===== config.mk =====
export PLATFORM = sky130hd
export DESIGN_NAME = t_meas_ctrl_flat
export DESIGN_NICKNAME = d
export VERILOG_FILES = /design/src/rtl/t_meas_ctrl_if.sv /design/src/rtl/t_meas_ctrl.sv /design/src/flat_wrapper.sv
export SDC_FILE = /design/constraint.sdc
export NUM_CORES = 1
export LEC_CHECK = 0
export BUFFER_PORTS_ARGS = -buffer_cell sky130_fd_sc_hd__buf_2
export CORE_UTILIZATION = 45
export DETAILED_ROUTE_END_ITERATION = 12
export GPL_TIMING_DRIVEN = 0
export HOLD_SLACK_MARGIN = 0.05
export PLACE_DENSITY = 0.68
export SYNTH_ARGS = -nofsm -noshare
export SYNTH_HDL_FRONTEND = slang
export SYNTH_SLANG_ARGS = --single-unit

===== constraint.sdc =====
create_clock -name clk -period 1.7 [get_ports clk]
set_input_delay 0.51 -clock clk [delete_from_list [all_inputs] [get_ports clk]]
set_output_delay 0.51 -clock clk [all_outputs]
set_load 0.02 [all_outputs]

===== src/rtl/t_meas_ctrl_if.sv =====
// Config/result bus of the measurement sequencer: start/abort/window request in,
// captured edge count out on a valid/ready handshake.
interface t_meas_ctrl_if #(
  parameter int CNT_W = 12,
  parameter int WIN_W = 16
);
  logic             start;
  logic             abort;
  logic [WIN_W-1:0] win_len;
  logic [CNT_W-1:0] res_data;
  logic             res_sat;
  logic             res_valid;
  logic             res_ready;
  logic             busy;

  modport master (
    output start, abort, win_len, res_ready,
    input  res_data, res_sat, res_valid, busy
  );

  modport slave (
    input  start, abort, win_len, res_ready,
    output res_data, res_sat, res_valid, busy
  );
endinterface


===== src/rtl/t_meas_ctrl.sv =====
// Measurement-window sequencer: counts rising edges of sig_in via t_counter over a
// programmable window, saturating at all-ones, and hands the result out on valid/ready.
module t_meas_ctrl #(
  parameter int CNT_W = 12,
  parameter int WIN_W = 16
) (
  input  logic             clk,
  input  logic             rst_n,
  t_meas_ctrl_if.slave     bus,
  input  logic             sig_in,
  input  logic [CNT_W-1:0] cnt_in,
  output logic             cnt_enb,
  output logic             cnt_rise
);

  typedef enum logic [1:0] {IDLE, COUNT, CAPTURE, HOLD} state_t;

  state_t           state, state_nxt;
  logic             sig_q1, sig_q2;
  logic             rise_det;
  logic             cnt_full;
  logic             start_ok;
  logic             sat;
  logic [WIN_W-1:0] win_cnt;
  logic [CNT_W-1:0] res_data_q;
  logic             res_sat_q;
  logic             res_valid;

  assign rise_det = sig_q1 & ~sig_q2;
  assign cnt_full = &cnt_in;
  // A zero-length window is a no-op request; abort always beats start.
  assign start_ok = bus.start & ~bus.abort & (bus.win_len != '0);

  assign bus.res_data  = res_data_q;
  assign bus.res_sat   = res_sat_q;
  assign bus.res_valid = res_valid;
  assign bus.busy      = (state != IDLE);

  always_ff @(posedge clk or negedge rst_n) begin
    if (!rst_n) begin
      sig_q1 <= 1'b0;
      sig_q2 <= 1'b0;
    end else begin
      sig_q1 <= sig_in;
      sig_q2 <= sig_q1;
    end
  end

  always_ff @(posedge clk or negedge rst_n) begin
    if (!rst_n) state <= IDLE;
    else        state <= state_nxt;
  end

  always_comb begin
    state_nxt = state;
    cnt_enb   = 1'b0;
    cnt_rise  = 1'b0;
    res_valid = 1'b0;
    case (state)
      IDLE: begin
        if (start_ok) state_nxt = COUNT;
      end
      COUNT: begin
        cnt_enb  = 1'b1;
        // Drop edges once the counter is full so it never wraps.
        cnt_rise = rise_det & ~cnt_full;
        if (win_cnt <= WIN_W'(1)) state_nxt = CAPTURE;
      end
      CAPTURE: begin
        cnt_enb   = 1'b1;
        state_nxt = HOLD;
      end
      HOLD: begin
        res_valid = 1'b1;
        if (bus.res_ready) state_nxt = IDLE;
      end
      default: state_nxt = IDLE;
    endcase
    if (bus.abort) state_nxt = IDLE;
  end

  // Window counter: loaded with L on accept, stops at zero instead of wrapping.
  always_ff @(posedge clk or negedge rst_n) begin
    if (!rst_n) begin
      win_cnt <= '0;
    end else if (state == IDLE) begin
      if (start_ok) win_cnt <= bus.win_len;
    end else if (state == COUNT && win_cnt != '0) begin
      win_cnt <= win_cnt - WIN_W'(1);
    end
  end

  always_ff @(posedge clk or negedge rst_n) begin
    if (!rst_n) begin
      sat <= 1'b0;
    end else if (bus.abort || state == IDLE) begin
      sat <= 1'b0;
    end else if (state == COUNT && rise_det && cnt_full) begin
      sat <= 1'b1;
    end
  end

  // Result registers keep their value after the handshake; an abort in CAPTURE yields nothing.
  always_ff @(posedge clk or negedge rst_n) begin
    if (!rst_n) begin
      res_data_q <= '0;
      res_sat_q  <= 1'b0;
    end else if (state == CAPTURE && !bus.abort) begin
      res_data_q <= cnt_in;
      res_sat_q  <= sat;
    end
  end

endmodule

===== src/flat_wrapper.sv =====
// flat-port wrapper written by rule: the top's interface ports become plain ports
module t_meas_ctrl_flat 
#(
  parameter int CNT_W = 12,
  parameter int WIN_W = 16
)
  (clk, rst_n, sig_in, cnt_in, cnt_enb, cnt_rise, bus_start, bus_abort, bus_win_len, bus_res_ready, bus_res_data, bus_res_sat, bus_res_valid, bus_busy);
  t_meas_ctrl_if #(.CNT_W(CNT_W), .WIN_W(WIN_W)) bus_i ();
  input  logic clk;
  input  logic rst_n;
  input  logic sig_in;
  input  logic [CNT_W-1:0] cnt_in;
  output logic cnt_enb;
  output logic cnt_rise;
  input wire logic [$bits(bus_i.start)-1:0] bus_start;
  input wire logic [$bits(bus_i.abort)-1:0] bus_abort;
  input wire logic [$bits(bus_i.win_len)-1:0] bus_win_len;
  input wire logic [$bits(bus_i.res_ready)-1:0] bus_res_ready;
  output wire logic [$bits(bus_i.res_data)-1:0] bus_res_data;
  output wire logic [$bits(bus_i.res_sat)-1:0] bus_res_sat;
  output wire logic [$bits(bus_i.res_valid)-1:0] bus_res_valid;
  output wire logic [$bits(bus_i.busy)-1:0] bus_busy;
  assign bus_i.start = bus_start;
  assign bus_i.abort = bus_abort;
  assign bus_i.win_len = bus_win_len;
  assign bus_i.res_ready = bus_res_ready;
  assign bus_res_data = bus_i.res_data;
  assign bus_res_sat = bus_i.res_sat;
  assign bus_res_valid = bus_i.res_valid;
  assign bus_busy = bus_i.busy;
  t_meas_ctrl #(.CNT_W(CNT_W), .WIN_W(WIN_W)) u_core (.clk(clk), .rst_n(rst_n), .bus(bus_i), .sig_in(sig_in), .cnt_in(cnt_in), .cnt_enb(cnt_enb), .cnt_rise(cnt_rise));
endmodule

==> results of run 1 <==
## what timing repair did
| action | in CTS | in global routing |
|---|---|---|
| endpoints found under the setup margin | 31 | 32 |
| gates cloned | 2 | 1 |
| pin swaps | 21 | 23 |
| resized for setup | 74 | 28 |
| setup buffers | 29 | 10 |
| endpoints found under the hold margin | 0 | 0 |
## layer usage
layer	up-vias	GRT usage, %
met4	0	8.85
met3	19	5.83
met2	99	45.9
li1	952	-
met1	989	36.9
met5	-	0
## cell type report
cell class              instances  share of cell area [%]
clock inverters                 2                   0.406
flip-flops and latches         34                    27.9
multi-input cells             148                    41.9
clock buffers                   6                    2.68
repair buffers                 92                    20.6
well taps                      50                    2.03
inverters                       7                    1.26
plain buffers                   8                    3.25
## path summary, 6_finish.rpt
path                                                     from                             endpoint  slack, ns  cells past startpoint
worst min-delay path                                    rst_n  u_core.bus.res_data[11]$_DFFE_PN0P_       0.29                      1
worst min register to register        u_core.sig_q1$_DFF_PN0_              u_core.sig_q2$_DFF_PN0_       0.44                      0
worst max-delay path            u_core.win_cnt[1]$_DFFE_PN0P_       u_core.win_cnt[14]$_DFFE_PN0P_      -0.33                      9
min in group clk                                       sig_in              u_core.sig_q1$_DFF_PN0_       0.33                      1
max in group asynchronous                               rst_n        u_core.win_cnt[8]$_DFFE_PN0P_       0.87                      1
worst max register to register  u_core.win_cnt[1]$_DFFE_PN0P_       u_core.win_cnt[14]$_DFFE_PN0P_      -0.33                      9
## logic make-up (layout without fill, tap and decap cells)
family	after synthesis	count (layout)	share of synthesized area (%)
compound gates	49	49	15.5
fa+ha+maj	7	7	4.49
buf+inv	16	115	3.66
flops	34	34	43.6
mux	15	15	8.53
simple gates	77	77	24.2
## worst max-delay path, cell delays in order (launching register included)
cell     delay (ns)
dfrtp_1        0.40
inv_2          0.10
ha_4           0.14
or3b_4         0.42
buf_6          0.14
nor4_4         0.29
buf_4          0.18
buf_6          0.09
nand4_1        0.08
nand3_1        0.12
## per-stage QoR
stage | instances | TNS (ns)
after CTS | 337 | -1.04
after global placement | 298 | -9.92
final | 347 | -3.65
after global routing | 347 | -5.16
after floorplan | 198 | -0.265
after detailed placement | 298 | -9.95
## cell usage in the layout (no fill, tap or decap), types with 6 or more instances in the layout
cell / n
a21oi_1: 14
buf_2: 47
buf_4: 33
buf_6: 15
clkbuf_8: 8
dfrtp_1: 27
dfrtp_2: 7
mux2_2: 13
nand2_1: 7
nand4_1: 15
nor2_1: 15
nor3_1: 6
## where the power goes
| group | leakage [nW] | switching, mW | internal [mW] |
|---|---|---|---|
| combinational | 0.906 | 1.80 | 1.72 |
| clock | 0.0472 | 0.310 | 0.326 |
| sequential | 0.406 | 0.424 | 1.19 |
| total | 1.36 | 2.54 | 3.24 |
## flip-flops by register name, summed over array words and instances, names as in the netlist
name and cells:
u_core.win_cnt 16, u_core.sat 1, u_core.bus.res_sat 1, u_core.sig_q1 1, u_core.sig_q2 1, u_core.bus.res_data 12, u_core.state 2
==> results.ini, run 1 <==
[layout]
syn2layout_area_growth_pct=57.9
design_area_um2=3080
drive_above_1_share_pct=58.9
fill_cells=245
final_nets=337
seq_area_um2=860
n_antenna_cell=0
multi_input_area_um2=1290
fin_util_pct=75.4

[timing]
setup_viol=18
report.final.slew_viol_count=0
timing.fmax_mhz=492
setup_ws_ns=-0.331
period_minus_slack_ns=2.03
max_slew_margin_pct=49.0
hold_violations=0
whs_ns=0.292
fin_worst_skew_ns=0.00672
finalCritPeriodShare_pct=119
max_slew.worst_pin.slew_ns=0.765
rsz0062_at_grt=yes

[floorplan]
die-area_um2=4600
start_util_pct=47.7
ios=51
die_w_um=67.8
core.rowCount=23
die_y_um=67.8
coreArea_um2=4090

[yosys]
ys_warn_count=0
async_flop_share_pct=100
synth_top_area_share_pct=43.6
synth_edf_count=0
synth_seq_cells=34
synthTopCellsByCount=dfrtp_1 (34), nor2_1 (16), a21oi_1 (15), nand4_1 (15), mux2_2 (13)
synthFlopType=dfrtp_1
yosysMostFrequentCell=dfrtp_1
syn_inst=198
synth.avg_cell_area_um2=9.85
synth_area_um2=1950
synth_area_leaders=dfrtp_1 (44%), mux2_2 (7.5%), nand4_1 (4.8%)
yosysSeqAreaShare_pct=43.6
syn-num-nets=239
ys_types=42
post-synth-top-area-cell=dfrtp_1

[cts]
cts_tree=done
h-tree-depth=2
cts_root_buffer=clkbuf_8
cts_sinks=34
cts_hold_buf=0
clk_latency_ns=0.29
cts_buffers=5
path_clk_slew_ns=0.08
cts_buffer_depth=2

[worst_setup_path]
worst-path-max-fanout=4
critical_path_class=flip-flop to flip-flop
cp-end-kind=flip-flop
cp.arrival_ns=2.25
startpoint_type=flip-flop
worstPathRequired_ns=1.92

[global_route]
gr-total-overflow=0
groute.usage.overall_pct=28.0
grt_pass1_wl_mm=9.43
grt_antenna_before_repair=0
grt_pass1_vias=1912
grt_max_degree=35

[power]
p_leak_nw=1.36
peakVddDrop_v=0.000938
total_power_mw=5.77
p_per_area_nw_per_um2=1870

[routing]
drcViolationCount=0
vias=2059
drt-initial-drc-count=252
wl_met2_mm=3.09
top_layer_used=met4
wire_per_inst_um=18.4
wl_met1_mm=2.66
dr.pass1.iters=5
drtAntennaViolNets=0
drt-total-wl_mm=6.39
route.met3.wl_um=488
viasPerCell=5.93

[run]
maxCapViolCount=0

[outcome]
failed_checks=negative setup slack
outcome=complete, but fails checks

[placed_design]
gp_congestion=0.832
place_area_um2=2290
portBuffers=50
hpwlAfterDp_mm=3.45
post-place-ws_ns=-0.574

[worst_hold_path]
hold_class=primary input to async pin

(Power assumes the default switching activity.)
==> run 2: changes to the inputs <==
--- a/config.mk
+++ b/config.mk
@@ -10,7 +10,7 @@
 export DETAILED_ROUTE_END_ITERATION = 12
 export GPL_TIMING_DRIVEN = 0
 export HOLD_SLACK_MARGIN = 0.05
-export PLACE_DENSITY = 0.68
+export PLACE_DENSITY_LB_ADDON = 0.1
 export SYNTH_ARGS = -nofsm -noshare
 export SYNTH_HDL_FRONTEND = slang
 export SYNTH_SLANG_ARGS = --single-unit
==> results.ini, run 2 (synthesis results as in run 1) <==
[outcome]
outcome=complete, but fails checks
failed_checks=negative setup slack

[power]
p_per_area_nw_per_um2=1900  ; +1.5%
p_switching_mw=2.50  ; -1.6%
p_leak_nw=1.33  ; -2.1%
p_comb_share_pct=62.8  ; +1.7 points
total_power_mw=5.75  ; -0.44%
internal-power_mw=3.25  ; +0.45%
p_clk_share_pct=9.9  ; -1.1 points
peakVddDrop_v=0.000846  ; -9.9%
p_sw_share_pct=43.4  ; -0.50 points
p_seq_share_pct=27.3  ; -0.6 points

[timing]
timing.fmax_mhz=532  ; +8.0%
whs_ns=0.291  ; -0.00114 ns
rsz0062_at_grt=yes
hold_violations=0  ; unchanged
period_minus_slack_ns=1.88  ; -0.150 ns
report.final.slew_viol_count=0  ; unchanged
max_slew.worst_pin.slew_ns=0.772  ; +0.00656 ns
setup_ws_ns=-0.181  ; +0.150 ns
fin_worst_skew_ns=0.0112  ; +0.00445 ns
max_slew_margin_pct=48.5  ; -0.44 points
finalCritPeriodShare_pct=111  ; -8.8 points
setup_viol=15  ; -3

[layout]
n_antenna_cell=0  ; unchanged
largest-register=u_core.win_cnt
final_nets=334  ; -0.89%
drive_above_1_share_pct=59.4  ; +0.46 points
syn2layout_area_growth_pct=54.9
fin_util_pct=73.9  ; -1.4 points
layout_common_cells=buf_2 (47), buf_4 (37), dfrtp_1 (27), nand4_1 (15), nor2_1 (15)
final_common_cell=buf_2
instances_no_fill=343  ; -1.2%
largest_register_ff_count=16  ; unchanged
design_area_um2=3020  ; -1.9%

[routing]
dr.pass1.iters=4  ; -1
drtAntennaViolNets=0  ; unchanged
wire_per_inst_um=17.4  ; -5.2%
drt-initial-drc-count=207  ; -18%
viasPerCell=5.88  ; -0.90%
vias=2017  ; -2.0%
drt-total-wl_mm=5.98  ; -6.3%
drcViolationCount=0  ; unchanged

[floorplan]
ios=51  ; unchanged
coreArea_um2=4090  ; unchanged
core.rowCount=23  ; unchanged
die_y_um=67.8  ; unchanged
die_w_um=67.8  ; unchanged
die-area_um2=4600  ; unchanged
start_util_pct=47.7  ; unchanged

[cts]
cts_sinks=34  ; unchanged
clk_latency_ns=0.29  ; about the same
h-tree-depth=2  ; unchanged
cts_tree=done
cts_buffer_depth=2  ; unchanged
cts_root_buffer=clkbuf_8
path_clk_slew_ns=0.07  ; about the same
cts_buffers=5  ; unchanged
cts_hold_buf=0  ; unchanged

[placed_design]
hpwlAfterDp_mm=3.51  ; +1.7%
placed_cells=298  ; unchanged
portBuffers=50  ; unchanged
place_area_um2=2290  ; unchanged
gp_congestion=0.853  ; +2.5%

[global_route]
grt_pass1_wl_mm=8.95  ; -5.1%
gr-total-overflow=0  ; unchanged
grt_antenna_before_repair=0  ; unchanged
groute.usage.overall_pct=26.6  ; -1.4 points
grt_max_degree=35  ; unchanged
grt_pass1_vias=1853  ; -3.1%

[worst_setup_path]
r2r_cells=7  ; -2
critical_path_class=flip-flop to primary output
cp-end-kind=primary output
rrSetupSlack_ns=-0.18  ; +0.15 ns
worstPathRequired_ns=1.19  ; -0.73 ns
r2r-start=u_core.win_cnt[1]$_DFFE_PN0P_
cp.arrival_ns=1.37  ; -0.88 ns
startpoint_type=flip-flop
reg2reg_to=u_core.win_cnt[10]$_DFFE_PN0P_
worst-path-max-fanout=3  ; -1

[run]
maxCapViolCount=0  ; unchanged

[worst_hold_path]
hold_class=primary input to async pin

run 2: cell count changes in the layout (fill, tap and decap cells not counted), sizes merged:
cell | previous run | this run
buf | 97 | 96
clkbuf | 9 | 6
clkinv | 2 | 3
clkinvlp | 1 | 0
run 2: power groups by stage:
stage	registers [mW]	logic, mW	clock network [mW]
after floorplan	1.64	1.39	0
after global placement	1.52	2.09	0
after detailed placement	1.53	2.11	0
after CTS	1.53	2.96	0.581
after global routing	1.62	3.86	0.612
final	1.57	3.61	0.570
run 2: per-stage QoR:
step	worst slack, ns	TNS [ns]
after detailed placement	-0.580	-9.81
after global placement	-0.599	-10.04
final	-0.181	-1.39
after CTS	-0.188	-0.653
after global routing	-0.270	-2.86
after floorplan	-0.177	-0.265
run 2: how the worst max path moves through the flow:
stage	start	to	slack [ns]
3_5_place_dp	bus_win_len[3]	u_core.win_cnt[9]$_DFFE_PN0P_	-0.58
6_report	u_core.state[0]$_DFFE_PN0P_	cnt_rise	-0.18
4_1_cts	u_core.state[0]$_DFFE_PN0P_	cnt_rise	-0.19
2_1_floorplan	u_core.win_cnt[0]$_DFFE_PN0P_	u_core.win_cnt[10]$_DFFE_PN0P_	-0.18
3_3_place_gp	bus_win_len[3]	u_core.win_cnt[7]$_DFFE_PN0P_	-0.60
5_1_grt	u_core.win_cnt[6]$_DFFE_PN0P_	u_core.win_cnt[15]$_DFFE_PN0P_	-0.27
run 2: timing repair:
action,in CTS,in global routing
endpoints found under the hold margin,0,0
resized for setup,52,40
cloned,1,0
pin swaps,15,19
setup buffers,26,13
endpoints found under the setup margin,31,32
run 2: cell type report:
| type | count | area (µm²) |
|---|---|---|
| clock buffers | 5 | 68.8 |
| well taps | 50 | 62.6 |
| flip-flops and latches | 34 | 860 |
| fillers | 289 | 1060 |
| multi-input cells | 148 | 1300 |
| clock inverters | 2 | 10.0 |
| repair buffers | 90 | 594 |
| inverters | 7 | 38.8 |
| plain buffers | 7 | 86.3 |
run 2: metal layers:
layer / global-route usage, % / vias to the layer above / share of wire, %
li1: - / 947 / -
met1: 37.3 / 1004 / 45
met2: 40.2 / 61 / 49
met3: 4.50 / 5 / 5.5
met4: 12.0 / 0 / 1.1
met5: 0 / - / 0
run 2: critical path: stages, from the launching register on:
cell and delay [ns]:
dfrtp_1 0.42, buf_6 0.14, ha_4 0.16, buf_8 0.12
nand2_4 0.05, nor3_2 0.03, buf_4 0.16
==> run 3: changes to the inputs <==
--- a/config.mk
+++ b/config.mk
@@ -5,9 +5,9 @@
 export SDC_FILE = /design/constraint.sdc
 export NUM_CORES = 1
 export LEC_CHECK = 0
-export BUFFER_PORTS_ARGS = -buffer_cell sky130_fd_sc_hd__buf_2
 export CORE_UTILIZATION = 45
 export DETAILED_ROUTE_END_ITERATION = 12
+export DONT_BUFFER_PORTS = 1
 export GPL_TIMING_DRIVEN = 0
 export HOLD_SLACK_MARGIN = 0.05
 export PLACE_DENSITY_LB_ADDON = 0.1
==> results.ini, run 3 (synthesis results as in run 1) <==
[timing]
fin_worst_skew_ns=0.0111  ; -0.0000348 ns
max_slew.worst_pin.slew_ns=0.449  ; -0.323 ns
tns_ns=-1.36  ; +0.0225 ns
report.final.slew_viol_count=0  ; unchanged
period_minus_slack_ns=1.88  ; -0.00599 ns
setup_viol=15  ; unchanged
setup_ws_ns=-0.175  ; +0.00599 ns
timing.fmax_mhz=533  ; +0.32%
max_slew_margin_pct=69.8  ; +21 points
whs_ns=0.250  ; -0.0415 ns
hold_violations=0  ; unchanged
finalCritPeriodShare_pct=110  ; -0.35 points
rsz0062_at_grt=yes

[cts]
cts_buffers=5  ; unchanged
h-tree-depth=2  ; unchanged
cts_tree=done
cts_root_buffer=clkbuf_8
cts_buffer_depth=2  ; unchanged
path_clk_slew_ns=0.07  ; about the same
clk_latency_ns=0.29  ; about the same
cts_sinks=34  ; unchanged

[placed_design]
gp_congestion=0.925  ; +8.4%
portBuffers=0  ; -100%
hpwlAfterDp_mm=3.52  ; +0.40%
post-place-ws_ns=-0.444  ; +0.135 ns
placed_cells=248  ; -17%
place_area_um2=2040  ; -11%

[global_route]
grt_pass1_vias=1762  ; -4.9%
gr-total-overflow=0  ; unchanged
grt_pass1_wl_mm=8.50  ; -5.0%
groute.usage.overall_pct=25.5  ; -1.1 points
grt_max_degree=35  ; unchanged
grt_antenna_before_repair=0  ; unchanged

[routing]
drcViolationCount=0  ; unchanged
vias=1860  ; -7.8%
drtAntennaViolNets=0  ; unchanged
drt-initial-drc-count=129  ; -38%
dr.pass1.iters=4  ; unchanged
drt-total-wl_mm=5.83  ; -2.5%
wire_per_inst_um=19.6  ; +13%
viasPerCell=6.26  ; +6.5%

[power]
total_power_mw=5.48  ; -4.7%
p_sw_share_pct=44.1  ; +0.68 points
p_switching_mw=2.41  ; -3.2%
internal-power_mw=3.06  ; -5.9%
p_comb_share_pct=56.0  ; -6.8 points
p_leak_nw=1.13  ; -15%
p_clk_share_pct=11.7  ; +1.8 points
peakVddDrop_v=0.000953  ; +13%
p_per_area_nw_per_um2=1980  ; +4.1%
p_seq_share_pct=32.3  ; +5.0 points

[outcome]
outcome=complete, but fails checks
failed_checks=negative setup slack

[worst_setup_path]
worstPathRequired_ns=1.87  ; +0.68 ns
cp.arrival_ns=2.04  ; +0.67 ns
worst-path-max-fanout=4  ; +1
critical_path_class=flip-flop to flip-flop
cp-end-kind=flip-flop
startpoint_type=flip-flop

[floorplan]
start_util_pct=47.7  ; unchanged
die-area_um2=4600  ; unchanged
coreArea_um2=4090  ; unchanged
die_w_um=67.8  ; unchanged
ios=51  ; unchanged
core.rowCount=23  ; unchanged
die_y_um=67.8  ; unchanged

[layout]
layout_common_cells=buf_4 (36), dfrtp_1 (27), nor2_1 (16), nand4_1 (15), a21oi_1 (14)
syn2layout_area_growth_pct=41.8
final_common_cell=buf_4
instances_no_fill=297  ; -13%
largest-register=u_core.win_cnt
fin_util_pct=67.7  ; -6.2 points
final_nets=287  ; -14%
largest_register_ff_count=16  ; unchanged
n_antenna_cell=0  ; unchanged
drive_above_1_share_pct=48.2  ; -11 points
design_area_um2=2770  ; -8.4%
fill_cells=303  ; +4.8%

[worst_hold_path]
hold_class=primary input to flip-flop

[run]
maxCapViolCount=0  ; unchanged

## run 3: worst paths after layout
| check | endpoint | start | depth (start not counted) | slack, ns |
|---|---|---|---|---|
| worst max-delay path | u_core.win_cnt[10]$_DFFE_PN0P_ | u_core.win_cnt[1]$_DFFE_PN0P_ | 7 | -0.18 |
| max in group asynchronous | u_core.win_cnt[5]$_DFFE_PN0P_ | rst_n | 2 | 0.82 |
| worst max register to register | u_core.win_cnt[10]$_DFFE_PN0P_ | u_core.win_cnt[1]$_DFFE_PN0P_ | 7 | -0.18 |
| worst min-delay path | u_core.sig_q1$_DFF_PN0_ | sig_in | 0 | 0.25 |
| min in group asynchronous | u_core.win_cnt[13]$_DFFE_PN0P_ | rst_n | 2 | 0.66 |
| worst min register to register | u_core.sig_q2$_DFF_PN0_ | u_core.sig_q1$_DFF_PN0_ | 0 | 0.42 |
## run 3: power groups by stage
stage | Sequential, mW | Combinational [mW] | Clock (mW)
after global routing | 1.82 | 3.26 | 0.685
after CTS | 1.77 | 2.41 | 0.647
after global placement | 1.71 | 1.65 | 0
after floorplan | 1.64 | 1.39 | 0
after detailed placement | 1.73 | 1.71 | 0
final | 1.77 | 3.06 | 0.641
## run 3: cell type report
type	count	area (µm²)	share of cell area, %
clock buffer	6	82.6	2.99
multi-input combinational	148	1270	45.8
sequential	34	860	31.1
buffer	8	97.6	3.53
tap	50	62.6	2.26
inverter	7	38.8	1.40
timing repair buffer	42	345	12.5
clock inverter	2	12.5	0.452
## run 3: critical path, stage by stage (launching register included)
cell,delay (ns)
dfrtp_1,0.40
inv_2,0.10
ha_4,0.13
or3b_4,0.41
nor3_4,0.17
a21oi_1,0.09
a31o_1,0.19
a221o_1,0.26
## run 3: what timing repair did
action,CTS,global route
hold buffers,2,0
resized for setup,46,27
hold endpoints to repair,34,0
setup buffers,19,19
setup endpoints to repair,31,30
cloned,2,1
pin swaps,12,21
## run 3: metal layers
| layer | vias up | track usage, % | wire length (µm) |
|---|---|---|---|
| met3 | 9 | 6.00 | 434 |
| met4 | 0 | 12.0 | 91 |
| met1 | 927 | 34.7 | 2480 |
| met5 | - | 0 | 0 |
| li1 | 845 | - | - |
| met2 | 79 | 38.1 | 2820 |
